$ cat src/rtl/matrix_display_reader.sv
// Fetches a stored matrix (dims + signed 8-bit elements) and prints it as an
// ASCII stream: "MxN\r\n" header, then rows of decimal values.
module matrix_display_reader #(
  parameter int META_TIMEOUT = 8,
  parameter int DATA_TIMEOUT = 8
) (
  input  logic       clk,
  input  logic       rst,
  input  logic       start,
  input  logic [3:0] matrix_id,
  output logic       start_disp,
  output logic [3:0] disp_id,
  input  logic       meta_info_valid,
  input  logic [2:0] meta_m,
  input  logic [2:0] meta_n,
  output logic       read_en,
  input  logic       data_valid,
  input  logic [7:0] data_in,
  input  logic       store_error,
  output logic [7:0] tx_data,
  output logic       tx_valid,
  input  logic       tx_ready,
  output logic       busy,
  output logic       done,
  output logic       err
);

  typedef enum logic [3:0] {
    IDLE, REQ, WAIT_META, HDR, FETCH, WAIT_DATA, EMIT, SEP, FIN, FAIL
  } state_t;

  state_t state, state_nx;

  logic [2:0] m_r, n_r, row, col, idx;
  logic [7:0] data_r;
  logic [7:0] cnt;

  // element -> decimal digits; magnitude needs 9 bits so -128 maps to 128
  logic       neg, hund;
  logic [8:0] mag, rem;
  logic [3:0] tens, ones;

  assign neg  = data_r[7];
  assign mag  = neg ? (9'd256 - {1'b0, data_r}) : {1'b0, data_r};
  assign hund = (mag >= 9'd100);
  assign rem  = hund ? (mag - 9'd100) : mag;
  assign tens = 4'(rem / 9'd10);
  assign ones = 4'(rem % 9'd10);

  logic is_last_col, is_last_elem, bad_dims;

  assign is_last_col  = (col == n_r - 3'd1);
  assign is_last_elem = is_last_col && (row == m_r - 3'd1);
  assign bad_dims     = (meta_m == 3'd0) || (meta_m > 3'd5) ||
                        (meta_n == 3'd0) || (meta_n > 3'd5);

  // byte list for the current emitting state, indexed by idx
  logic [4:0][7:0] bytes;
  logic [2:0]      len, p;

  always_comb begin
    bytes = '0;
    len   = 3'd1;
    p     = 3'd0;
    case (state)
      HDR: begin
        bytes[0] = 8'h30 + {5'd0, m_r};
        bytes[1] = 8'h78;
        bytes[2] = 8'h30 + {5'd0, n_r};
        bytes[3] = 8'h0D;
        bytes[4] = 8'h0A;
        len      = 3'd5;
      end
      EMIT: begin
        if (neg) begin
          bytes[p] = 8'h2D;
          p        = p + 3'd1;
        end
        if (hund) begin
          bytes[p] = 8'h31;
          p        = p + 3'd1;
        end
        if (hund || tens != 4'd0) begin
          bytes[p] = 8'h30 + {4'd0, tens};
          p        = p + 3'd1;
        end
        bytes[p] = 8'h30 + {4'd0, ones};
        len      = p + 3'd1;
      end
      SEP: begin
        if (is_last_col) begin
          bytes[0] = 8'h0D;
          bytes[1] = 8'h0A;
          len      = 3'd2;
        end else begin
          bytes[0] = 8'h20;
        end
      end
      default: ;
    endcase
  end

  logic fire, last_byte;

  assign tx_valid   = (state == HDR) || (state == EMIT) || (state == SEP);
  assign tx_data    = tx_valid ? bytes[idx] : 8'h00;
  assign fire       = tx_valid && tx_ready;
  assign last_byte  = (idx == len - 3'd1);
  assign start_disp = (state == REQ);
  assign read_en    = (state == FETCH);
  assign done       = (state == FIN);
  assign err        = (state == FAIL);
  assign busy       = (state != IDLE);

  always_comb begin
    state_nx = state;
    case (state)
      IDLE:      if (start) state_nx = REQ;
      REQ:       state_nx = WAIT_META;
      WAIT_META: begin
        if (store_error)                         state_nx = FAIL;
        else if (meta_info_valid)                state_nx = bad_dims ? FAIL : HDR;
        else if (cnt == 8'(META_TIMEOUT - 1))    state_nx = FAIL;
      end
      HDR:       if (fire && last_byte) state_nx = FETCH;
      FETCH:     state_nx = WAIT_DATA;
      WAIT_DATA: begin
        if (data_valid)                          state_nx = EMIT;
        else if (cnt == 8'(DATA_TIMEOUT - 1))    state_nx = FAIL;
      end
      EMIT:      if (fire && last_byte) state_nx = SEP;
      SEP:       if (fire && last_byte) state_nx = is_last_elem ? FIN : FETCH;
      FIN:       state_nx = IDLE;
      FAIL:      state_nx = IDLE;
      default:   state_nx = IDLE;
    endcase
  end

  always_ff @(posedge clk) begin
    if (rst) begin
      state   <= IDLE;
      disp_id <= '0;
      m_r     <= '0;
      n_r     <= '0;
      row     <= '0;
      col     <= '0;
      data_r  <= '0;
      idx     <= '0;
      cnt     <= '0;
    end else begin
      state <= state_nx;
      case (state)
        IDLE: if (start) begin
          disp_id <= matrix_id;
          row     <= '0;
          col     <= '0;
        end
        REQ, FETCH: cnt <= '0;
        WAIT_META: begin
          cnt <= cnt + 8'd1;
          if (meta_info_valid) begin
            m_r <= meta_m;
            n_r <= meta_n;
          end
        end
        WAIT_DATA: begin
          cnt <= cnt + 8'd1;
          if (data_valid) data_r <= data_in;
        end
        SEP: if (fire && last_byte) begin
          if (is_last_col) begin
            col <= '0;
            row <= row + 3'd1;
          end else begin
            col <= col + 3'd1;
          end
        end
        default: ;
      endcase
      if (!tx_valid)  idx <= '0;
      else if (fire)  idx <= last_byte ? 3'd0 : idx + 3'd1;
    end
  end

endmodule

$ cat config.mk
export PLATFORM = sky130hd
export DESIGN_NAME = matrix_display_reader
export DESIGN_NICKNAME = d
export VERILOG_FILES = /design/src/rtl/matrix_display_reader.sv
export SDC_FILE = /design/constraint.sdc
export NUM_CORES = 1
export LEC_CHECK = 0
export ABC_AREA = 1
export BUFFER_PORTS_ARGS = -buffer_cell sky130_fd_sc_hd__buf_2
export CAP_MARGIN = 20
export CORE_UTILIZATION = 51
export CTS_BUF_LIST = sky130_fd_sc_hd__clkbuf_16
export CTS_CLUSTER_DIAMETER = 40
export DETAILED_ROUTE_END_ITERATION = 16
export GPL_TIMING_DRIVEN = 1
export MAX_ROUTING_LAYER = met4
export PLACE_DENSITY = 0.71
export SYNTH_ARGS = -nofsm -noshare
export SYNTH_HDL_FRONTEND = slang
export SYNTH_SLANG_ARGS = --single-unit
$ cat constraint.sdc
create_clock -name clk -period 7.6 [get_ports clk]
set_input_delay 1.14 -clock clk [delete_from_list [all_inputs] [get_ports clk]]
set_output_delay 1.14 -clock clk [all_outputs]
set_load 0.02 [all_outputs]
* Word level (Yosys, flattened, before mapping) *
Index checks and enable logic that the tools add are counted.

word-level totals
  input port bits = 25
  output and inout port bits = 18
  logic and storage cells = 138
  bits in registers = 39

cells by class
  bitwise operators = 4
  muxes and demuxes = 51
  equality and inequality tests = 18
  order comparisons = 10
  divide/modulo/power cells = 2
  reduce and logical (&&, ||, !) cells = 28
  $add $sub $neg = 16

operators by type and width
  kind                   count
  $mux W40               4
  $bwmux W40             2
  $demux W8 S3           3
  $mux W8                6
  $pmux W16 S3           1
  $pmux W24 S2           1
  $mux W4                11
  $mux W3                11
  $pmux W4 S8            1
  $and A5 B25 Y25        1
  $not A25 Y25           1
  $bmux W8 S3            1
  $add A3 B1 Y3 const B  6
  $mux W9                2
  $eq A4 B3 Y1 const B   4
  $lt A3 B4 Y1 const B   4
  $pmux W8 S2            1
  $or A3 B15 Y15         1
  $add A6 B3 Y7 const A  2
  $add A6 B4 Y7 const A  2
  $mux W6                2
  $pmux W3 S2            2
  $div A9 B4 Y9 const B  1
  $eq A3 B3 Y1           3
  other kinds (28)       56

* Depth between registers and ports, before layout *
Gate-level depths: netlist of the first run.

  depth after elaboration = 18
  mapped depth = 50

* Worst setup path before layout of the first run *
OpenSTA, ideal clock, no wires.

  path type = register to output
  from = register data_r[0]
  to = output port tx_data[4]
  setup slack = 1,638 ps
  stages on the path, launching flop included = 39
  data arrival time = 4,822 ps
  required time = 6,460 ps
  cells stage by stage = dfxtp_1 -> inv_2 -> ha_1 -> nor2_1 -> nand2_1 -> nand2_1 -> inv_2 -> ha_1 -> or2_1 -> nand2_1 -> nand2_1 -> nand2_1 -> nand3_1 -> a21o_1 -> nand2_1 -> nand2_2 -> nand2_2 -> nand2_4 -> [... 3 more ...] -> ha_1 -> a21oi_1 -> or2_2 -> a21oi_2 -> nor2_4 -> nand2_8 -> inv_1 -> fa_1 -> inv_1 -> nor2_1 -> inv_1 -> nor3_1 -> nand3_2 -> o21ai_2 -> inv_2 -> nor2_2 -> nand2_1 -> a21oi_1

on the way
  cells in the longest elaborated chain, start to end = 18

ends and longest elaborated chain
  item                                           RTL line  text
  from (decl)                                    35        logic [7:0] data_r;
  from (signal assigned)                         168       if (data_valid) data_r <= data_in;
  $sub A9 B8 Y9                                  44        assign mag = neg ? (9'd256 - {1'b0, data_r}) : {1'b0, data_r};
  $mux W9 (*)                                    44
  $sub A9 B7 Y9 or $ge A9 B7 Y1 (tied branches)  46, 45
  $mux W9                                        46        assign rem = hund ? (mag - 9'd100) : mag;
  $div A9 B4 Y9                                  47        assign tens = 4'(rem / 9'd10);
  $reduce_bool A4 Y1                             83        if (hund || tens != 4'd0) begin
  $logic_or A1 B1 Y1                             83
  $mux W3                                        83
  [... 2 more ...]                               n/a
  $logic_and A1 B1 Y1 (implied by the code)      87        bytes[p] = 8'h30 + {4'd0, ones};
  $mux W8 (implied by the code)                  87
  $demux W8 S3                                   87
  $bwmux W40 (*)                                 87
  $pmux W16 S3 or $pmux W24 S2 (tied branches)   65        case (state)
  $bmux W8 S3 (*)                                106       assign tx_data = tx_valid ? bytes[idx] : 8'h00;
  $mux W8 (implied by the code) (*)              106
  $mux W8 (*)                                    106
  to (decl)                                      20        output logic [7:0] tx_data,

Mark *: on every way between the ends. The rest lies on a longest branch, timed or not. The select of a mux whose other input is x is not followed.

* Final worst setup path of the first run *
  from = register data_r[7]
  to = output port tx_data[0]

on the way
  cells in the longest elaborated chain, start to end = 18

ends and longest elaborated chain
  item                                           RTL line
  $sub A9 B8 Y9                                  44
  $mux W9                                        44
  $sub A9 B7 Y9 or $ge A9 B7 Y1 (tied branches)  46, 45
  $mux W9                                        46
  $div A9 B4 Y9                                  47
  $reduce_bool A4 Y1                             83
  $logic_or A1 B1 Y1                             83
  $mux W3                                        83
  [... 2 more ...]                               n/a
  $logic_and A1 B1 Y1 (implied by the code)      87
  $mux W8 (implied by the code)                  87
  $demux W8 S3                                   87
  $bwmux W40 (*)                                 87
  $pmux W16 S3 or $pmux W24 S2 (tied branches)   65
  $bmux W8 S3 (*)                                106
  $mux W8 (implied by the code) (*)              106
  $mux W8 (*)                                    106

Marks and branches as above.

==> results.ini, run 1 <==
[status]
run_status=complete, no violations

[cells_and_area]
layout.cell_area.non_filler_um2=3940
antennaDiodeCount=0
finish.cell_count_without_fillers=707
nets=667
final.fill_count=709
layout.cells.most_common=sky130_fd_sc_hd__nand2_1
most-common-layout-cells=139 x sky130_fd_sc_hd__nand2_1, 74 x sky130_fd_sc_hd__inv_1, 56 x sky130_fd_sc_hd__nor2_1
area_delta_synth_final_pct=10.5
layout_cell_share_with_drive_strength_beyond_1_pct=15.6
post-route-util_pct=58.3

[die]
vertical_extent_of_the_die_um=85.6
die_w_um=85.6
number_of_top_level_pins=43
core.rowCount=30
core_region_area_um2=6760
die_area_um2=7330
initial_utilization_pct=52.8

[power_and_ir_drop]
ir_worst_vdd_v=0.000174
clock_power_share_pct=19.2
power.density_cell_area_nw_per_um2=262
comb_power_share_pct=55.2
switching_share_pct=48.2
power_uw=1030
power.static_leakage_uw=0.00184
internal_power_uw=535
total_switching_power_uw=496
pwr-share-seq_pct=25.6

[setup_path]
endpoint_kind=output port
worst_r2r_endpoint=row[2]
critical_path.max_stage_delay_ns=0.57
endpoint_required_time_on_the_critical_path_ns=6.46
timing.critical_path.depth=38
worst_setup_path_endpoint=tx_data[0]
timing.critical_path.from_type=flip-flop
critical_path_class=reg2out
worst-path-max-fanout=14
r2r-start=data_r[7]
flop_to_flop_setup_slack_ns=1.14
crit_path_start=data_r[7]
critPathBufInv=8
critPathSlowestCell=sky130_fd_sc_hd__dfxtp_1
critPathArrivalTime_ns=5.66
worst_path_most_repeated_cell=sky130_fd_sc_hd__nand2_1
ff2ff_path_depth=46
crit_family=simple AND/OR/NAND/NOR gates

[sta]
fmax_mhz=147
worstMarginPinSlew_ns=0.797
final_min_period_over_clock_period_pct=89.5
timing_max_transition_violations_final=0
relSlewSlack_pct=46.4
clock_skew_ns=0.00212
finalSetupViolCount=0
tns_ns=0
rsz0062_at_grt=false
period_needed_ns=6.80
number_of_hold_slack_violations_in_the_final_timing_report=0

[clock_network]
clock_tree.root_cell=sky130_fd_sc_hd__clkbuf_16
cts_tree=yes
cts_max_level=2
clock_tree.buffer_depth=2
clk-insertion-delay-late_ns=0.28
number_of_buffers_inserted_by_hold_repair_at_cts=0
clkSinkCount=39
clk_pin_slew_worst_paths_ns=0.05
cts-resized-gates=0
cts_inserted_buffers=5
cts_setup_buffers=0

[job]
max_cap_violations=0

[route]
drc_errors=0
wl_per_cell_um=13.0
viasPerCell=5.55
postRouteWirelength_um=9200
vias=3925
first_iteration_detailed_routing_drc_count=253
detailed_routing_iteration_count_for_the_pre_antenna_repair_pass=6
detail_route_antenna_nets=0

[synth]
synth_warnings=0
instance_count_of_the_mapped_netlist=592
synth_nets=633
synth_area_leader_cell=sky130_fd_sc_hd__dfxtp_1
yosysSeqAreaShare_pct=21.9
postSynth.asyncResetShare_pct=0
dominantRegCellSynth=sky130_fd_sc_hd__dfxtp_1
synth.ff_latch_count=39
synth-edff-count=0
yosys.cell_types.count=51
yosys.area.top_type_share_pct=21.9
average_cell_area_after_synthesis_um2=6.02
mappedNetlistArea_um2=3560
synthTopCellsByArea=sky130_fd_sc_hd__dfxtp_1 22%, sky130_fd_sc_hd__nand2_1 15%, sky130_fd_sc_hd__inv_1 7.7%

[global_route]
grt_max_degree=22
grt_first_pass_wirelength_um=16100
antenna_found_initial=0
grt.overflow.total=0
overall_track_demand_over_capacity_in_global_routing_pct=27.6
grt_pass1_vias=3707

[place]
dpl.hpwl_um=7310
place.detailed.instances=699
place_congestion=0.996
placedInstanceArea_um2=3800
port-buffer-count=41

[worst_hold_path]
worst_hold_path.num_cells=2
worst_hold_path_type=reg2reg

per-stage QoR:
stage,hold WS [ns],setup slack (ns)
after floorplan,0.448,1.64
after global placement,0.470,1.25
after detailed placement,0.480,1.11
after CTS,0.489,0.792
after global routing,0.515,0.261
final,0.490,0.799
cell type report:
| type | count | area, µm² | share of cell area [%] |
|---|---|---|---|
| multi-input cells | 448 | 2370 | 60.3 |
| inverters | 91 | 342 | 8.67 |
| clock buffers | 5 | 125 | 3.18 |
| flip-flops and latches | 39 | 781 | 19.8 |
| well taps | 80 | 100 | 2.54 |
| clock inverters | 3 | 11.3 | 0.286 |
| repair buffers | 41 | 205 | 5.21 |
logic make-up (layout without fill, tap and decap cells):
family	after synthesis	after routing	synth area share [%]
AOI/OAI and AO/OA	118	118	18.6
xor gates and xnor gates	13	13	3.40
adders and majority gates	16	16	5.83
buffers and inverters	105	140	11.5
DFF	39	39	21.9
other	1	1	0.105
and+or+nand+nor	300	300	38.6
power groups by stage:
stage	sequential [µW]	combinational (µW)	clock, µW
finish	264	570	198
global route	268	646	210
CTS	264	562	201
detailed placement	267	559	0
global placement	266	555	0
floorplan	269	434	0
how the worst min path moves through the flow:
| stage | startpoint | to | slack [ns] |
|---|---|---|---|
| after floorplan | m_r[1] | m_r[1] | 0.45 |
| after global placement | cnt[1] | cnt[1] | 0.47 |
| after detailed placement | m_r[1] | m_r[1] | 0.48 |
| after CTS | m_r[1] | m_r[1] | 0.49 |
| after global routing | cnt[6] | cnt[6] | 0.52 |
| final | cnt[1] | cnt[1] | 0.49 |
routing by layer:
metal  vias up  part of all wire, %  track usage, %
met5         -                    0               -
met4         0                  2.7            11.8
met3        28                  4.6            2.31
met2       134                   48            47.0
met1      1769                   45            33.6
li1       1994                    -               -
state kept, by name (all words and copies together) (netlist names):
register	cells
n_r	3
m_r	3
data_r	8
idx	3
disp_id	4
state	4
row	3
cnt	8
col	3
cells in the mapped netlist, drive strengths merged (2+ instances only):
cell	count
a22oi	2
a2111oi	2
inv	90
ha	15
nor4	3
nand3	49
buf	5
nor3	14
nor2	62
a211oi	6
nand4	8
dfxtp	39
a21oi	52
o21ai	48
or3	2
or2	4
xor2	9
xnor2	4
clkbuf	9
nand2	155
worst reg2reg max path, delay by kind of cell (launching register included):
family	cells	cell delay [ns]
and+or+nand+nor	27	3.25
xor gates and xnor gates	2	0.33
buffers and inverters	9	0.75
adders and majority gates	4	1.05
DFF	1	0.57
AOI/OAI and AO/OA	4	0.42
No activity file was read; power rests on OpenSTA's default activity.
==> inputs of run 2 (changes only) <==
--- a/config.mk
+++ b/config.mk
@@ -14,7 +14,7 @@
 export DETAILED_ROUTE_END_ITERATION = 16
 export GPL_TIMING_DRIVEN = 1
 export MAX_ROUTING_LAYER = met4
-export PLACE_DENSITY = 0.71
+export PLACE_DENSITY_LB_ADDON = 0.12
 export SYNTH_ARGS = -nofsm -noshare
 export SYNTH_HDL_FRONTEND = slang
 export SYNTH_SLANG_ARGS = --single-unit
==> results.ini, run 2 (same netlist as run 1, synthesis figures left out) <==
[status]
run_status=complete, no violations

[power_and_ir_drop]
ir_worst_vdd_v=0.000232  ; +33%
power.static_leakage_uw=0.00186  ; +1.4%
power.density_cell_area_nw_per_um2=276  ; +5.4%
power_uw=1100  ; +6.8%

[setup_path]
critPathArrivalTime_ns=5.68  ; +0.02 ns
timing.critical_path.from_type=flip-flop
endpoint_kind=output port
critical_path.max_stage_delay_ns=0.58  ; about the same
ff2ff_path_depth=46  ; unchanged
flop_to_flop_setup_slack_ns=1.08  ; -0.06 ns
critPathSlowestCell=sky130_fd_sc_hd__dfxtp_1
worst_r2r_endpoint=row[2]
critPathBufInv=10  ; +2
worst-path-max-fanout=14  ; unchanged
crit_family=simple AND/OR/NAND/NOR gates
r2r-start=data_r[7]
critical_path_class=reg2out
worst_path_most_repeated_cell=sky130_fd_sc_hd__nand2_1
endpoint_required_time_on_the_critical_path_ns=6.46  ; about the same

[place]
place.detailed.instances=699  ; unchanged
pre_cts_ws_ns=1.10  ; -0.00968 ns
port-buffer-count=41  ; unchanged
placedInstanceArea_um2=3800  ; unchanged
dpl.hpwl_um=7250  ; -0.85%
place_congestion=0.927  ; -6.9%

[clock_network]
clk-insertion-delay-late_ns=0.28  ; about the same
cts_setup_buffers=0  ; unchanged
cts_tree=yes
cts_inserted_buffers=5  ; unchanged
clkSinkCount=39  ; unchanged
number_of_buffers_inserted_by_hold_repair_at_cts=0  ; unchanged
clock_tree.buffer_depth=2  ; unchanged
clock_tree.root_cell=sky130_fd_sc_hd__clkbuf_16
cts_max_level=2  ; unchanged
cts-resized-gates=0  ; unchanged
clk_pin_slew_worst_paths_ns=0.06  ; about the same

[sta]
tns_ns=0  ; unchanged
period_needed_ns=6.82  ; +0.0167 ns
final_min_period_over_clock_period_pct=89.7  ; +0.22 points
clock_skew_ns=0.00372  ; +0.00160 ns
timing_max_transition_violations_final=0  ; unchanged
finalSetupViolCount=0  ; unchanged
number_of_hold_slack_violations_in_the_final_timing_report=0  ; unchanged
rsz0062_at_grt=false
final_critical_path_setup_slack_ns=0.782  ; -0.0167 ns
relSlewSlack_pct=46.7  ; +0.28 points
fmax_mhz=147  ; -0.24%
worstMarginPinSlew_ns=0.792  ; -0.00421 ns

[worst_hold_path]
worst_hold_path_type=reg2reg
worst_hold_path.num_cells=2  ; unchanged
holdCritStartpoint=cnt[1]
timing.hold.worst_endpoint=cnt[1]

[global_route]
grt.overflow.total=0  ; unchanged
grt_max_degree=22  ; unchanged
grt_first_pass_wirelength_um=16100  ; +0.39%
overall_track_demand_over_capacity_in_global_routing_pct=27.7  ; +0.048 points
antenna_found_initial=0  ; unchanged
grt_pass1_vias=3693  ; -0.38%

[cells_and_area]
most-common-layout-cells=139 x sky130_fd_sc_hd__nand2_1, 74 x sky130_fd_sc_hd__inv_1, 56 x sky130_fd_sc_hd__nor2_1
nets=667  ; unchanged
antennaDiodeCount=0  ; unchanged
area_delta_synth_final_pct=11.9
finish.cell_count_without_fillers=707  ; unchanged
multi_input_comb_area_um2=2370  ; unchanged
layout_cell_share_with_drive_strength_beyond_1_pct=15.9  ; +0.32 points
layout.cell_area.non_filler_um2=3990  ; +1.3%
final.fill_count=678  ; -4.4%
area.sequential_um2=781  ; unchanged
registers_with_the_highest_flip_flop_counts=cnt: 8 flops, data_r: 8 flops
layout.cells.most_common=sky130_fd_sc_hd__nand2_1

[route]
postRouteWirelength_um=9200  ; unchanged
viasPerCell=5.42  ; -2.3%
vias=3834  ; -2.3%
detailed_routing_iteration_count_for_the_pre_antenna_repair_pass=5  ; -1
wl_per_cell_um=13.0  ; unchanged
drc_errors=0  ; unchanged
first_iteration_detailed_routing_drc_count=178  ; -30%
detail_route_antenna_nets=0  ; unchanged

[die]
die_w_um=85.6  ; unchanged
die_area_um2=7330  ; unchanged
number_of_top_level_pins=43  ; unchanged
vertical_extent_of_the_die_um=85.6  ; unchanged
initial_utilization_pct=52.8  ; unchanged
core.rowCount=30  ; unchanged
core_region_area_um2=6760  ; unchanged

[job]
max_cap_violations=0  ; unchanged

## run 2: how the worst max path moves through the flow
stage                     cells after the start    endpoint       from  slack, ns
final                                        39  tx_data[5]  data_r[7]       0.78
after global placement                       39  tx_data[4]  data_r[7]       1.26
after global routing                         39  tx_data[0]  data_r[7]       0.26
after floorplan                              38  tx_data[4]  data_r[0]       1.64
after detailed placement                     39  tx_data[5]  data_r[7]       1.10
after CTS                                    39  tx_data[5]  data_r[7]       0.79
## run 2: area by class of cell
type                            count  area share, %
Multi-Input combinational cell    448           59.5
Clock buffer                        5           3.14
Tap cell                           80           2.51
Timing Repair Buffer               41           5.14
Sequential cell                    39           19.6
Inverter                           91           8.56
Clock inverter                      3           1.60
## run 2: layer usage
layer | vias to the layer above | wire (µm) | GRT usage, %
met3 | 19 | 396 | 2.12
met4 | 0 | 191 | 8.64
met1 | 1705 | 4250 | 34.0
met2 | 123 | 4360 | 48.3
met5 | - | 0 | -
li1 | 1987 | - | -
## run 2: metrics by stage
stage	hold slack, ns	utilization, %
final	0.486	59.1
after global routing	0.517	59.1
after CTS	0.488	59.1
after detailed placement	0.475	56.3
after global placement	0.468	56.3
after floorplan	0.448	-
## run 2: tightest hold or removal path: stages (launching register included)
cell,delay (ns)
sky130_fd_sc_hd__dfxtp_1,0.32
sky130_fd_sc_hd__nand2_1,0.07
sky130_fd_sc_hd__a21oi_1,0.05
## run 2: report_power, final
part	internal, µW	switching [µW]	total (µW)
Combinational	180	391	571
Sequential	236	27.4	264
Clock	187	80.0	267
==> inputs of run 3 (changes only) <==
==> constraint.sdc (replaced) <==
create_clock -name clk -period 7.6 [get_ports clk]
set_input_delay 0.38 -clock clk [delete_from_list [all_inputs] [get_ports clk]]
set_output_delay 0.38 -clock clk [all_outputs]
set_load 0.02 [all_outputs]
==> results.ini, run 3 (same netlist as run 1, synthesis figures left out) <==
[setup_path]
worst_setup_path_endpoint=row[2]
ff2ff_path_depth=46  ; unchanged
endpoint_required_time_on_the_critical_path_ns=7.80  ; +1.34 ns
critPathSlowestCell=sky130_fd_sc_hd__dfxtp_1
r2r-start=data_r[7]
critPathBufInv=9  ; -1
worst-path-max-fanout=14  ; unchanged
crit_family=simple AND/OR/NAND/NOR gates
timing.critical_path.depth=46  ; +18%
timing.critical_path.from_type=flip-flop
worst_path_most_repeated_cell=sky130_fd_sc_hd__nand2_1
worst_r2r_endpoint=row[2]
endpoint_kind=flip-flop
flop_to_flop_setup_slack_ns=1.19  ; +0.11 ns
crit_path_start=data_r[7]
critPathArrivalTime_ns=6.62  ; +0.94 ns
critical_path_class=reg2reg
critical_path.max_stage_delay_ns=0.60  ; +0.02 ns

[power_and_ir_drop]
switching_share_pct=46.6  ; +1.4 points
total_switching_power_uw=498  ; about the same
power.static_leakage_uw=0.00185  ; -0.75%
clock_power_share_pct=21.8  ; -2.4 points
pwr-share-seq_pct=24.7  ; +0.8 points
comb_power_share_pct=53.4  ; +1.6 points
ir_worst_vdd_v=0.000204  ; -12%
power.density_cell_area_nw_per_um2=269  ; -2.4%
internal_power_uw=570  ; -5.5%

[global_route]
grt_first_pass_wirelength_um=16100  ; about the same
grt_pass1_vias=3683  ; -0.27%
grt.overflow.total=0  ; unchanged
antenna_found_initial=0  ; unchanged
overall_track_demand_over_capacity_in_global_routing_pct=27.6  ; -0.046 points
grt_max_degree=22  ; unchanged

[status]
run_status=complete, no violations

[clock_network]
clk-insertion-delay-late_ns=0.28  ; about the same
cts_max_level=2  ; unchanged
cts-resized-gates=0  ; unchanged
cts_tree=yes
clk_pin_slew_worst_paths_ns=0.05  ; about the same
number_of_buffers_inserted_by_hold_repair_at_cts=0  ; unchanged
cts_inserted_buffers=5  ; unchanged
clock_tree.root_cell=sky130_fd_sc_hd__clkbuf_16
clock_tree.buffer_depth=2  ; unchanged
clkSinkCount=39  ; unchanged
cts_setup_buffers=0  ; unchanged

[place]
port-buffer-count=41  ; unchanged
place_congestion=0.940  ; +1.4%
pre_cts_ws_ns=1.21  ; +0.109 ns
dpl.hpwl_um=7380  ; +1.9%
placedInstanceArea_um2=3800  ; unchanged

[cells_and_area]
final.fill_count=688  ; +1.5%
layout.cell_area.non_filler_um2=3970  ; -0.63%
most-common-layout-cells=139 x sky130_fd_sc_hd__nand2_1, 73 x sky130_fd_sc_hd__inv_1, 56 x sky130_fd_sc_hd__nor2_1
antennaDiodeCount=0  ; unchanged
area_delta_synth_final_pct=11.2
post-route-util_pct=58.7  ; -0.37 points
nets=667  ; unchanged
registers_with_the_highest_flip_flop_counts=cnt: 8 flops, data_r: 8 flops
layout.cells.most_common=sky130_fd_sc_hd__nand2_1
layout_cell_share_with_drive_strength_beyond_1_pct=15.9  ; unchanged

[die]
core_region_area_um2=6760  ; unchanged
die_area_um2=7330  ; unchanged
vertical_extent_of_the_die_um=85.6  ; unchanged
initial_utilization_pct=52.8  ; unchanged
core.rowCount=30  ; unchanged
number_of_top_level_pins=43  ; unchanged
die_w_um=85.6  ; unchanged

[sta]
number_of_hold_slack_violations_in_the_final_timing_report=0  ; unchanged
final_critical_path_setup_slack_ns=1.19  ; +0.404 ns
fmax_mhz=156  ; +6.3%
period_needed_ns=6.41  ; -0.404 ns
timing_max_transition_violations_final=0  ; unchanged
rsz0062_at_grt=false
final_min_period_over_clock_period_pct=84.4  ; -5.3 points
relSlewSlack_pct=39.0  ; -7.7 points
finalHoldWorstSlack_ns=0.322  ; -0.164 ns
finalSetupViolCount=0  ; unchanged
clock_skew_ns=0.00768  ; +0.00396 ns
worstMarginPinSlew_ns=0.907  ; +0.114 ns
tns_ns=0  ; unchanged

[route]
drc_errors=0  ; unchanged
top_layer=met4
vias=3896  ; +1.6%
wl_per_cell_um=13.1  ; +0.30%
detailed_routing_iteration_count_for_the_pre_antenna_repair_pass=4  ; -1
detailed_routing_wirelength_on_met1_um=4160  ; -2.2%
first_iteration_detailed_routing_drc_count=169  ; -5.1%
wl_met2_um=4490  ; +3.0%
detail_route_antenna_nets=0  ; unchanged
viasPerCell=5.51  ; +1.6%
postRouteWirelength_um=9230  ; +0.30%
met3_length_um=377  ; -4.8%

[worst_hold_path]
worst_hold_path_type=in2reg

[job]
max_cap_violations=0  ; unchanged

==> run 3: changes by cell type in the layout (fill, tap and decap cells not counted) <==
| cell | previous run | this run |
|---|---|---|
| sky130_fd_sc_hd__clkinv_2 | 0 | 1 |
| sky130_fd_sc_hd__inv_1 | 74 | 73 |
| sky130_fd_sc_hd__bufinv_16 | 2 | 1 |
| sky130_fd_sc_hd__clkinv_1 | 1 | 2 |
==> run 3: worst min-delay path: cells and delay by family <==
family | cells | cell delay, ns
and+or+nand+nor | 2 | 0.11
buffers and inverters | 1 | 0.07
==> run 3: stage by stage <==
stage	total power (µW)	std cells
floorplan	703	592
global placement	825	699
detailed placement	829	699
CTS	1060	707
global route	1170	707
finish	1070	707
==> run 3: how the worst min path moves through the flow <==
stage                       from  slack (ns)  cells after the start    endpoint
floorplan                 m_r[1]        0.45                      2      m_r[1]
global placement          cnt[1]        0.47                      2      cnt[1]
detailed placement        cnt[6]        0.47                      2      cnt[6]
CTS                 matrix_id[1]        0.32                      3  disp_id[1]
global route        matrix_id[2]        0.35                      3  disp_id[2]
finish              matrix_id[1]        0.32                      3  disp_id[1]
==> run 3: final cells by class <==
type | instances | area (µm²) | area share (%)
clock inverter | 3 | 38.8 | 0.978
clock buffer | 5 | 125 | 3.16
sequential | 39 | 781 | 19.7
inverter | 91 | 342 | 8.61
tap | 80 | 100 | 2.52
multi-input combinational | 448 | 2370 | 59.9
timing repair buffer | 41 | 205 | 5.18
==> run 3: layer usage <==
layer  track usage [%]  vias to the layer above
met5                 -                        -
met4              9.09                        0
met3              3.08                       22
met2              48.0                      115
met1              33.4                     1767
li1                  -                     1992
==> run 3: power groups by stage <==
stage	registers, µW	logic, µW	clock network [µW]
finish	264	571	233
global route	269	653	245
CTS	264	563	237
detailed placement	268	560	0
global placement	267	558	0
floorplan	269	434	0
